### config.mk
export PLATFORM = sky130hd
export DESIGN_NAME = fft_hdmi_fifo_ctrl
export DESIGN_NICKNAME = d
export VERILOG_FILES = /design/src/rtl/fft_hdmi_fifo_ctrl.sv
export SDC_FILE = /design/constraint.sdc
export NUM_CORES = 1
export LEC_CHECK = 0
export CAP_MARGIN = 20
export CORE_MARGIN = 1.5
export CORE_UTILIZATION = 35
export CTS_BUF_LIST = sky130_fd_sc_hd__clkbuf_8
export DETAILED_ROUTE_END_ITERATION = 10
export PLACE_DENSITY = 0.83
export SYNTH_ARGS = -nofsm -noshare
export SYNTH_HDL_FRONTEND = slang
export SYNTH_SLANG_ARGS = --single-unit
### constraint.sdc
create_clock -name clk_tb -period 2.3 [get_ports clk_tb]
set_input_delay 0.575 -clock clk_tb [delete_from_list [all_inputs] [get_ports clk_tb]]
set_output_delay 0.575 -clock clk_tb [all_outputs]
set_load 0.01 [all_outputs]
### src/rtl/fft_hdmi_fifo_ctrl.sv
// FFT-to-HDMI FIFO controller: frame-gated write side, line-based read side with zero-fill.
// Optional statistics counters are enabled with `define FFT_FIFO_CTRL_STATS_EN.
module fft_hdmi_fifo_ctrl #(
  parameter int unsigned ADDR_WIDTH = 10,
  parameter int unsigned DATA_WIDTH = 16,
  parameter int unsigned FRAME_LEN  = 512,
  parameter int unsigned LINE_LEN   = 512
) (
  input  logic                  clk_tb,
  input  logic                  tb_rst,
  input  logic                  fft_valid,
  input  logic [DATA_WIDTH-1:0] fft_data,
  input  logic                  fft_last,
  input  logic                  line_req,
  output logic                  fifo_wr_en,
  output logic [DATA_WIDTH-1:0] fifo_wr_data,
  input  logic                  fifo_full,
  input  logic [ADDR_WIDTH:0]   fifo_wr_water_level,
  output logic                  fifo_rd_en,
  input  logic [DATA_WIDTH-1:0] fifo_rd_data,
  input  logic                  fifo_empty,
  input  logic [ADDR_WIDTH:0]   fifo_rd_water_level,
  output logic                  pix_valid,
  output logic [DATA_WIDTH-1:0] pix_data,
  output logic                  line_done,
  output logic                  frame_drop,
  output logic                  underflow
`ifdef FFT_FIFO_CTRL_STATS_EN
  ,
  output logic [15:0]           drop_cnt,
  output logic [15:0]           ufl_cnt,
  output logic [15:0]           ign_cnt
`endif
);

  localparam logic [1:0] W_IDLE = 2'd0;
  localparam logic [1:0] W_PASS = 2'd1;
  localparam logic [1:0] W_DROP = 2'd2;

  localparam logic [1:0] R_IDLE = 2'd0;
  localparam logic [1:0] R_READ = 2'd1;
  localparam logic [1:0] R_FILL = 2'd2;

  // A frame is only accepted if the whole frame is guaranteed to fit.
  localparam int unsigned ACCEPT_LVL = (1 << ADDR_WIDTH) - FRAME_LEN;
  localparam int unsigned LAST_PIX_INT = LINE_LEN - 1;
  localparam logic [ADDR_WIDTH:0] LAST_PIX = LAST_PIX_INT[ADDR_WIDTH:0];

  logic [1:0] w_state_q, w_state_d;
  logic [1:0] r_state_q, r_state_d;
  logic [ADDR_WIDTH:0] cnt_q, cnt_d;
  logic ovf_q, ovf_d;
  logic wr_en;
  logic drop_d, ufl_d, ign_d;
  logic pv_d, ld_d;
  logic [DATA_WIDTH-1:0] pd_d;
  logic frame_ok, line_ok, rd_grant, cnt_last;

  assign frame_ok = 32'(fifo_wr_water_level) <= ACCEPT_LVL;
  assign line_ok  = 32'(fifo_rd_water_level) >= LINE_LEN;
  assign rd_grant = (r_state_q == R_READ) && !fifo_empty;
  assign cnt_last = (cnt_q == LAST_PIX);

  always_comb begin
    w_state_d = w_state_q;
    wr_en     = 1'b0;
    drop_d    = 1'b0;
    ovf_d     = ovf_q;
    case (w_state_q)
      W_IDLE: begin
        if (fft_valid) begin
          if (frame_ok) begin
            wr_en = 1'b1;
            if (!fft_last) w_state_d = W_PASS;
          end else begin
            drop_d = 1'b1;
            if (!fft_last) w_state_d = W_DROP;
          end
        end
      end
      W_PASS: begin
        if (fft_valid) begin
          wr_en = !fifo_full;
          if (fifo_full) ovf_d = 1'b1;
          if (fft_last) w_state_d = W_IDLE;
        end
      end
      W_DROP: begin
        if (fft_valid && fft_last) w_state_d = W_IDLE;
      end
      default: w_state_d = W_IDLE;
    endcase
  end

  // Combinational write path is gated so every output reads 0 during reset.
  assign fifo_wr_en   = wr_en & ~tb_rst;
  assign fifo_wr_data = tb_rst ? '0 : fft_data;
  assign fifo_rd_en   = rd_grant;

  always_comb begin
    r_state_d = r_state_q;
    cnt_d     = cnt_q;
    ufl_d     = 1'b0;
    ign_d     = 1'b0;
    pv_d      = 1'b0;
    pd_d      = '0;
    ld_d      = 1'b0;
    case (r_state_q)
      R_IDLE: begin
        if (line_req) begin
          cnt_d = '0;
          if (line_ok) begin
            r_state_d = R_READ;
          end else begin
            ufl_d     = 1'b1;
            r_state_d = R_FILL;
          end
        end
      end
      R_READ: begin
        ign_d = line_req;
        if (rd_grant) begin
          pv_d  = 1'b1;
          pd_d  = fifo_rd_data;
          cnt_d = cnt_q + 1'b1;
          if (cnt_last) begin
            ld_d      = 1'b1;
            cnt_d     = '0;
            r_state_d = R_IDLE;
          end
        end
      end
      R_FILL: begin
        ign_d = line_req;
        pv_d  = 1'b1;
        cnt_d = cnt_q + 1'b1;
        if (cnt_last) begin
          ld_d      = 1'b1;
          cnt_d     = '0;
          r_state_d = R_IDLE;
        end
      end
      default: r_state_d = R_IDLE;
    endcase
  end

  always_ff @(posedge clk_tb or posedge tb_rst) begin
    if (tb_rst) begin
      w_state_q  <= W_IDLE;
      r_state_q  <= R_IDLE;
      cnt_q      <= '0;
      ovf_q      <= 1'b0;
      pix_valid  <= 1'b0;
      pix_data   <= '0;
      line_done  <= 1'b0;
      frame_drop <= 1'b0;
      underflow  <= 1'b0;
    end else begin
      w_state_q  <= w_state_d;
      r_state_q  <= r_state_d;
      cnt_q      <= cnt_d;
      ovf_q      <= ovf_d;
      pix_valid  <= pv_d;
      pix_data   <= pd_d;
      line_done  <= ld_d;
      frame_drop <= drop_d;
      underflow  <= ufl_d;
    end
  end

  // The level check at frame start should make a full FIFO mid-frame impossible.
  ovf_never_set_a: assert property (@(posedge clk_tb) disable iff (tb_rst) !ovf_q);

`ifdef FFT_FIFO_CTRL_STATS_EN
  always_ff @(posedge clk_tb or posedge tb_rst) begin
    if (tb_rst) begin
      drop_cnt <= '0;
      ufl_cnt  <= '0;
      ign_cnt  <= '0;
    end else begin
      if (drop_d && drop_cnt != 16'hFFFF) drop_cnt <= drop_cnt + 16'd1;
      if (ufl_d && ufl_cnt != 16'hFFFF) ufl_cnt <= ufl_cnt + 16'd1;
      if (ign_d && ign_cnt != 16'hFFFF) ign_cnt <= ign_cnt + 16'd1;
    end
  end
`endif

endmodule
==> impl_metrics.env <==
export IMPL_max_freq_mhz=410
export IMPL_fin_ws_ns=-0.141
export IMPL_root_buffer="clkbuf_8"
export IMPL_route_detailed_drc=0
export IMPL_leakagePower_nw=1.28
export IMPL_power_switching_w=0.000650
export IMPL_route_vias_total=1530
export IMPL_powerDensity_nw_per_um2=723
export IMPL_grt_pass1_vias=1423
export IMPL_synthTopCellsByArea="dfrtp_1 52%, nor2b_1 6.7%, and2_1 5.9%"
export IMPL_slowest_stage="or4_4"
export IMPL_rsz0062_at_grt="true"
export IMPL_clk_insertion_delay_late_ns=0.28
export IMPL_area_growth_syn_to_layout_pct=64.0
export IMPL_clock_sink_count=35
export IMPL_worst_path_buf_inv=2
export IMPL_worstHoldStart="w_state_q[1]"
export IMPL_antenna_left=0
export IMPL_synth_top_cell_by_area="dfrtp_1"
export IMPL_io_pins=99
export IMPL_swShare=0.325
export IMPL_path_cells="buf_6 -> or4_4 -> o41ai_4 -> a21oi_2 -> nor3_2 -> buf_2"
export IMPL_pwr_share_seq=0.379
export IMPL_first_pass_iters=4
export IMPL_timing_rr_start="r_state_q[0]"
export IMPL_ys_seq_elements=35
export IMPL_n_fill_cell=406
export IMPL_grt_overflow=0
export IMPL_slew_violations=0
export IMPL_port_buffers=89
export IMPL_first_iter_violations=79
export IMPL_finalSetupViolCount=1
export IMPL_violations="setup timing"
export IMPL_ir_worst_vdd_uv=547
export IMPL_slew_limit_headroom=0.718
export IMPL_post_route_period_util=1.06
export IMPL_synthFlopType="dfrtp_1"
export IMPL_synth_top_cell_area_share=0.519
export IMPL_initial_core_util=0.359
export IMPL_nets=328
export IMPL_track_usage=0.164
export IMPL_die_area_um2=5240
export IMPL_end_kind="primary output"
export IMPL_maxCapViolations=0
export IMPL_grt_max_degree=36
export IMPL_tightest_slew_ns=0.423
export IMPL_cp_start_kind="input port"
export IMPL_n_antenna_cell=0
export IMPL_placed_cell_area_um2=2700
export IMPL_die_h_um=72.4
export IMPL_core_um2=4690
export IMPL_htreeDepth=2
export IMPL_yosysMostFrequentCell="dfrtp_1"
export IMPL_rows=25
export IMPL_clkTransAtPathRegs_ns=0.07
export IMPL_antenna_found_initial=0
export IMPL_ys_seq_area_frac=0.519
export IMPL_syn_area_um2=1690
export IMPL_crit_path_max_fanout=2
export IMPL_cts_tree="yes"
export IMPL_hold_path_class="flop to flop"
export IMPL_vias_per_cell=4.84
export IMPL_design_area_um2=2770
export IMPL_multiInputGateArea_um2=776
export IMPL_outcome="finished with violations"
export IMPL_ys_warn_count=0
export IMPL_cp_arrival_ns=1.87
export IMPL_postSynthAreaPerCell_um2=10.5
export IMPL_cpPeakStageDelay_ns=0.53
export IMPL_synth_edff_count=0
export IMPL_drive_gt1_frac=0.118
export IMPL_cts_buffers=5
export IMPL_synth_cell_type_count=33
export IMPL_place_hpwl_um=3210
export IMPL_path_delay_family="simple AND/OR/NAND/NOR gates"
export IMPL_worst_ep_required_time_ns=1.73
export IMPL_wl_per_cell_um=13.1
export IMPL_die_x_um=72.4
export IMPL_grt_pass1_wl_um=6560
export IMPL_netlist_instances=160
export IMPL_synthTopCellsByCount="35 x dfrtp_1, 18 x nor2b_1, 16 x and2_1"
export IMPL_cts_buffer_depth=2
export IMPL_syn_nets=226
export IMPL_post_route_min_period_ns=2.44
export IMPL_drt_wl_total_um=4130
export IMPL_p_int_w=0.00135
export IMPL_ctsHoldBuffers=0
export IMPL_worstSetupPathType="input port to primary output"
export IMPL_post_place_ws_ns=-0.924
export IMPL_combPwrFrac=0.404
export IMPL_synthArstFlopShare=1.00
export IMPL_gp_congestion=0.826
export IMPL_crit_start="fifo_wr_water_level[8]"
export IMPL_hold_violations=0
export IMPL_fin_worst_skew_ns=0.00887
export IMPL_regArea_um2=876
export IMPL_clock_power_share=0.218
## power groups by stage
| stage | clock, W | combinational (W) | sequential (W) |
|---|---|---|---|
| finish | 0.000435 | 0.000808 | 0.000757 |
| global placement | 0 | 0.000806 | 0.000765 |
| CTS | 0.000447 | 0.000811 | 0.000759 |
| floorplan | 0 | 0.000410 | 0.000794 |
| detailed placement | 0 | 0.000818 | 0.000770 |
| global route | 0.000481 | 0.000885 | 0.000767 |
## state kept, by name, summed over array words and instances, names as in the netlist
signal and flops:
r_state_q 2, frame_drop 1, underflow 1, line_done 1, cnt_q 11, w_state_q 2, pix_valid 1, pix_data 16
## routing by layer
metal | vias to the layer above | track usage | wire length, um
met3 | 7 | 0.0375 | 220
met5 | - | 0 | 0
met2 | 48 | 0.249 | 2050
met4 | 0 | 0.0671 | 71
li1 | 759 | - | -
met1 | 716 | 0.227 | 1780
## cells by family (layout without fill, tap and decap cells)
| family | after synthesis | in the layout | share of synthesized area |
|---|---|---|---|
| and+or+nand+nor | 70 | 70 | 0.235 |
| DFF | 35 | 35 | 0.519 |
| adders and majority gates | 5 | 5 | 0.0371 |
| AOI/OAI and AO/OA | 35 | 35 | 0.166 |
| buffers and inverters | 13 | 115 | 0.0304 |
| muxes | 2 | 2 | 0.0119 |
## placed cells by master (no fill, tap or decap), types with 2 or more instances in the layout
cell / instances
ha_1: 5
inv_1: 9
clkdlybuf4s50_1: 64
o22ai_1: 2
mux2i_1: 2
nand3_1: 6
a221o_1: 2
o21ai_0: 9
clkbuf_8: 6
and3_1: 2
nand2b_1: 3
nor2_1: 8
a21oi_1: 3
o31ai_1: 3
clkdlybuf4s15_1: 3
dfrtp_1: 35
nor2b_1: 17
nand2_1: 10
dlygate4sd2_1: 17
buf_2: 4
a31oi_1: 6
and2_1: 16
buf_4: 10
and4_1: 3
## cell type report
class,instances,area share
Timing Repair Buffer,99,0.335
Clock buffer,6,0.0299
Sequential cell,35,0.317
Multi-Input combinational cell,112,0.280
Tap cell,54,0.0244
Clock inverter,1,0.00181
Inverter,9,0.0122
## repair_timing
action                                  CTS  global route
resized for setup                        43             0
setup buffers                             1             0
endpoints found under the setup margin   18             1
pin swaps                                 5             0
## stage by stage
step           cells  TNS [ns]  hold slack [ns]  utilization  total power, W
4_1_cts          316    -0.131            0.460        0.590         0.00202
5_1_grt          316    -0.184            0.481        0.590         0.00213
3_5_place_dp     308     -3.40            0.450        0.575         0.00159
2_1_floorplan    160   -0.0236            0.434            -         0.00120
3_3_place_gp     308     -3.04            0.441        0.575         0.00157
6_report         316    -0.141            0.460        0.590         0.00200
## path summary, 6_finish.rpt
check                                    end  slack [ns]  cells past startpoint
worst min-delay path            w_state_q[0]        0.46                      1
min in group asynchronous       pix_data[12]        0.93                      4
max in group asynchronous           cnt_q[6]        1.06                      4
worst min register to register  w_state_q[0]        0.46                      1
worst max register to register  r_state_q[1]        0.47                      6
worst max-delay path              fifo_wr_en       -0.14                      6
Note: power is estimated with default switching activity, not from simulation.
